--- src/rtl/gomoku_turn_ctrl.sv ---
// Turn sequencer and move arbiter for the gomoku board: validates, writes and scores one move at a time.
// Optional per-turn idle timeout is built only when GOMOKU_TURN_TIMEOUT_EN is defined.
module gomoku_turn_ctrl #(
   parameter int BOARD_N        = 7,
   parameter int SETTLE_CYCLES  = 2,
   parameter int TIMEOUT_CYCLES = 50_000_000
) (
   input  logic       clk,
   input  logic       reset,
   input  logic       new_game,
   input  logic       req_valid,
   output logic       req_ready,
   input  logic [2:0] req_x,
   input  logic [2:0] req_y,
   output logic [2:0] rd_x,
   output logic [2:0] rd_y,
   input  logic [1:0] rd_cell,
   output logic       board_clr,
   output logic       go,
   output logic [2:0] wr_x,
   output logic [2:0] wr_y,
   output logic       wr_color,
   input  logic [1:0] board_state,
   output logic       turn,
   output logic [1:0] winner,
   output logic       game_over,
   output logic       draw,
   output logic [5:0] move_count,
   output logic       illegal,
   output logic       timeout
);

   typedef enum logic [2:0] {
      S_IDLE, S_LOOKUP, S_WRITE, S_SETTLE, S_CHECK, S_OVER, S_CLEAR
   } state_t;

   localparam logic [5:0] CELLS = 6'(BOARD_N * BOARD_N);
   localparam int         SW    = $clog2(SETTLE_CYCLES + 1);

   state_t        state, state_next;
   logic [SW-1:0] settle_cnt;
   logic [2:0]    pos_x, pos_y;
   logic          accept, bad_move, settle_done, tmo_fire;

   assign accept      = (state == S_IDLE) && req_valid && !new_game;
   assign bad_move    = (int'(pos_x) >= BOARD_N) || (int'(pos_y) >= BOARD_N) || (rd_cell != 2'd0);
   assign settle_done = (settle_cnt == SW'(SETTLE_CYCLES - 1));

   assign rd_x      = pos_x;
   assign rd_y      = pos_y;
   assign wr_x      = pos_x;
   assign wr_y      = pos_y;
   assign wr_color  = turn;
   assign req_ready = (state == S_IDLE) && !reset;
   assign board_clr = reset || (state == S_CLEAR);

   always_ff @(posedge clk) begin
      if (reset) state <= S_IDLE;
      else       state <= state_next;
   end

   always_comb begin
      // NOTE: every output of this block gets a default first so no latch is inferred.
      state_next = state;
      go         = 1'b0;
      illegal    = 1'b0;
      if (new_game) begin
         state_next = S_CLEAR;
      end else begin
         case (state)
            S_IDLE:   if (req_valid) state_next = S_LOOKUP;
            S_LOOKUP: begin
               if (bad_move) begin
                  illegal    = 1'b1;
                  state_next = S_IDLE;
               end else begin
                  state_next = S_WRITE;
               end
            end
            S_WRITE: begin
               go         = 1'b1;
               state_next = S_SETTLE;
            end
            S_SETTLE: if (settle_done) state_next = S_CHECK;
            S_CHECK: begin
               if (board_state != 2'd0 || move_count == CELLS) state_next = S_OVER;
               else                                            state_next = S_IDLE;
            end
            S_OVER:   state_next = S_OVER;
            S_CLEAR:  state_next = S_IDLE;
            default:  state_next = S_IDLE;
         endcase
      end
      // A reset cycle mid-move must not leak a strobe to the board.
      if (reset) begin
         go      = 1'b0;
         illegal = 1'b0;
      end
   end

   // NOTE: sequential state uses non-blocking assignments so all registers update from pre-edge values.
   always_ff @(posedge clk) begin
      if (reset) begin
         pos_x      <= '0;
         pos_y      <= '0;
         settle_cnt <= '0;
         turn       <= 1'b0;
         winner     <= 2'd0;
         game_over  <= 1'b0;
         draw       <= 1'b0;
         move_count <= '0;
      end else begin
         if (accept) begin
            pos_x <= req_x;
            pos_y <= req_y;
         end
         if (go) move_count <= move_count + 6'd1;
         if (state == S_SETTLE) settle_cnt <= settle_cnt + SW'(1);
         else                   settle_cnt <= '0;
         if (state == S_CHECK && !new_game) begin
            if (board_state != 2'd0) begin
               winner    <= board_state;
               game_over <= 1'b1;
            end else if (move_count == CELLS) begin
               draw      <= 1'b1;
               game_over <= 1'b1;
            end else begin
               turn <= ~turn;
            end
         end
         if (tmo_fire) turn <= ~turn;
         if (state == S_CLEAR) begin
            turn       <= 1'b0;
            winner     <= 2'd0;
            game_over  <= 1'b0;
            draw       <= 1'b0;
            move_count <= '0;
         end
      end
   end

`ifdef GOMOKU_TURN_TIMEOUT_EN
   localparam int TW = $clog2(TIMEOUT_CYCLES + 1);
   logic [TW-1:0] tmo_cnt;

   assign tmo_fire = (state == S_IDLE) && !req_valid && !new_game && !reset
                     && (tmo_cnt == TW'(TIMEOUT_CYCLES - 1));
   assign timeout  = tmo_fire;

   // The idle counter only runs while waiting for a move and restarts on each IDLE entry.
   always_ff @(posedge clk) begin
      if (reset || state != S_IDLE || tmo_fire || new_game) tmo_cnt <= '0;
      else                                                 tmo_cnt <= tmo_cnt + TW'(1);
   end
`else
   assign tmo_fire = 1'b0;
   // TIMEOUT_CYCLES is referenced only to keep the parameter live; the result is constant 0.
   assign timeout  = 1'b0 & (TIMEOUT_CYCLES > 0);
`endif

endmodule

--- config.mk ---
export PLATFORM = sky130hd
export DESIGN_NAME = gomoku_turn_ctrl
export DESIGN_NICKNAME = d
export VERILOG_FILES = /design/src/rtl/gomoku_turn_ctrl.sv
export SDC_FILE = /design/constraint.sdc
export NUM_CORES = 1
export LEC_CHECK = 0
export CELL_PAD_IN_SITES_DETAIL_PLACEMENT = 1
export CELL_PAD_IN_SITES_GLOBAL_PLACEMENT = 1
export CORE_AREA = 2 2 63 65
export DETAILED_ROUTE_END_ITERATION = 8
export DIE_AREA = 0 0 65 67
export PLACE_DENSITY = 0.84
export SYNTH_ARGS = -nofsm -noshare
export SYNTH_HDL_FRONTEND = slang
export SYNTH_SLANG_ARGS = --single-unit
--- constraint.sdc ---
create_clock -name clk -period 4.7 [get_ports clk]
set_clock_uncertainty 0.15 [all_clocks]
set_input_delay 0.94 -clock clk [delete_from_list [all_inputs] [get_ports clk]]
set_output_delay 0.94 -clock clk [all_outputs]
set_load 0.02 [all_outputs]
==> reports/metrics.cfg <==
[status]
outcome = finished, final reports clean

[critical_path]
worst-endpoint-arrival_ns = 2.97
criticalPathCategory = in2out
cp_slowest_cell = clkdlybuf4s50_1
worstPathRequired_ns = 3.61
crit_path_start_kind = primary input
crit_chain = clkdlybuf4s50_1, nor3b_1, inv_1, nor4b_1, clkdlybuf4s50_1
crit_path_frequent_cell = clkdlybuf4s50_1
ff2ff_path_depth = 3
cp-end-kind = output port
crit_fanout = 13
max_stage_delay_ns = 0.66

[global_routing]
grt_pass1_wl_mm = 5.699
grt_max_degree = 20
antenna_found_initial = 0
grt_pass1_vias = 1248
grt_usage = 0.1698
grt_overflow_total = 0

[power_and_ir_drop]
p_int_uw = 285.7
power.leakage_uw = 0.0005057
sw_frac_of_total = 0.2799
power_frac_comb = 0.188
clock_power_share = 0.296
power_density_mw_per_mm2 = 252.7
p_switching_uw = 111.1
peakVddDrop_mv = 0.1143
p_seq_frac = 0.517
design_power_total_uw = 396.8

[floorplanning]
core_sq_mm = 0.003606
die_area_sq_mm = 0.004355
start_util = 0.3248
dieHeight_microns = 67
rows = 22
ioPinCount = 43
die_w_microns = 65

[drt]
drt_pass1_iterations = 4
vias = 1151
drc = 0
wl_per_cell_microns = 15.53
drt_iter0_markers = 23
totalWireLength_mm = 3.371
viasPerCell = 5.304
final_antenna_net_count = 0

[finish]
drive_gt1_frac = 0.04734
design_area_sq_mm = 0.001570
diodes = 0
fin_cells = 217
nets = 188
syn_to_final_growth_pct = 34.08

[timing]
setup_viol = 0
maxSlewViolCount = 0
worst_slew_pin_slew_ns = 0.9205
relSlewSlack = 0.3807
post-route-min-period_ns = 4.058
tns_ns = 0
hold_violations = 0
min_period_over_period = 0.8634
fmax_mhz = 246.4
grt_setup_unrepaired = false

[logic_synthesis]
synth_seq_cells = 22
synthesis.nets = 159
synth-edff-count = 0
synth_area_per_cell_sq_um = 8.247
yosysSeqAreaShare = 0.3761
async_flop_share = 0
synth_cell_type_count = 36
syn_inst = 142
yosys_warnings = 0
syn_area_sq_mm = 0.001171
ys.flop_type = dfxtp_1

[placement]
place_inst = 214
numPortBuffers = 41
place_area_sq_mm = 0.001529
hpwl_mm = 2.546
gp_congestion = 0.7441

[cts]
htreeDepth = 1
cts_tree = yes
cts_resized = 0
cts.sinks = 22
cts_setup_buffers = 0
clkLatencyLatePin_ns = 0.26
clk_pin_slew_worst_paths_ns = 0.07
clockBufferDepth = 2
root_buffer = clkbuf_8
cts_buffers = 3
holdBufCountCts = 0

[run]
maxCapViolations = 0

[min_path]
holdCritPathClass = reg2reg
hold_depth = 1

## per-layer routing
layer	GRT usage	share of wire	vias up
li1	-	-	564
met1	0.1865	0.44	541
met2	0.3119	0.49	41
met3	0.04054	0.059	5
met4	0.06915	0.015	0
met5	0	0	-
## cell usage after synthesis (all sizes together) (2+ instances only)
cell	instances	area share
nor2	6	0.019
nand2	7	0.022
inv	10	0.032
buf	12	0.080
a311oi	4	0.030
nand3b	3	0.019
a21oi	13	0.056
or4	4	0.030
nor4b	2	0.015
a211oi	4	0.026
clkbuf	5	0.016
ha	3	0.032
or3	4	0.021
nand3	8	0.034
o31ai	2	0.013
nor3b	2	0.013
nor4	3	0.016
dfxtp	22	0.38
o21ai	12	0.051
nand4	3	0.016
## flip-flops by register name, indices dropped and copies added, names as in the netlist
name / cells
move_count: 6
turn: 1
game_over: 1
winner: 2
rd_y: 3
settle_cnt: 2
state: 3
draw: 1
rd_x: 3
## kinds of logic after synthesis
logic type | share of synthesized area
buffers and inverters | 0.1282
other | 0.003202
AO/OA/AOI/OAI | 0.2169
adder cells (fa/ha/maj) | 0.03205
multiplexers | 0.008547
flip-flops | 0.3761
AND/OR/NAND/NOR | 0.2350
## worst paths after layout
check | startpoint | to | slack, ns
worst max-delay path | reset | illegal | 0.64
worst min-delay path | settle_cnt[0]$_SDFF_PP0_ | settle_cnt[0]$_SDFF_PP0_ | 0.27
worst max register to register | state[1]$_SDFFE_PP0P_ | turn$_SDFFE_PP0P_ | 2.69
worst min register to register | settle_cnt[0]$_SDFF_PP0_ | settle_cnt[0]$_SDFF_PP0_ | 0.27
## worst max-delay path: cells and delay by family
kind | cells | cell delay (ns)
AND/OR/NAND/NOR | 2 | 0.62
buffers and inverters | 3 | 1.41
## power by group through the flow
stage          registers (uW)  clock network [uW]  logic (uW)
3_3_place_gp              208                   0        71.7
4_1_cts                   205                 125        75.1
2_1_floorplan             206                   0        48.1
3_5_place_dp              209                   0        74.7
5_1_grt                   207                 135        80.9
6_report                  205                 117        74.4
## cell usage in the layout (no fill, tap or decap), types with 3 or more instances in the layout
cell type | netlist | final
a211oi_1 | 4 | 4
a21oi_1 | 13 | 13
a311oi_1 | 4 | 4
clkbuf_8 | 0 | 3
clkdlybuf4s50_1 | 0 | 41
dfxtp_1 | 22 | 22
ha_1 | 3 | 3
inv_1 | 10 | 10
nand2_1 | 7 | 7
nand3_1 | 8 | 8
nand3b_1 | 3 | 3
nand4_1 | 3 | 3
nor2_1 | 6 | 6
nor4_1 | 3 | 3
o21ai_0 | 12 | 12
or3_1 | 4 | 4
## through the flow
step	hold slack, ns	util	setup WS, ns
6_report	0.2720	0.4355	0.6421
5_1_grt	0.3148	0.4355	0.4078
4_1_cts	0.2776	0.4355	0.6046
3_5_place_dp	0.2663	0.4240	0.6161
3_3_place_gp	0.2567	0.4240	0.6999
2_1_floorplan	0.2478	-	1.599
## layout make-up
cell class / instances / area [sq um]
fillers: 442 / 2036
well taps: 48 / 60.06
inverters: 10 / 37.54
clock buffers: 3 / 41.29
repair buffers: 41 / 410.4
multi-input cells: 93 / 580.6
flip-flops and latches: 22 / 440.4
(Power assumes the default switching activity.)
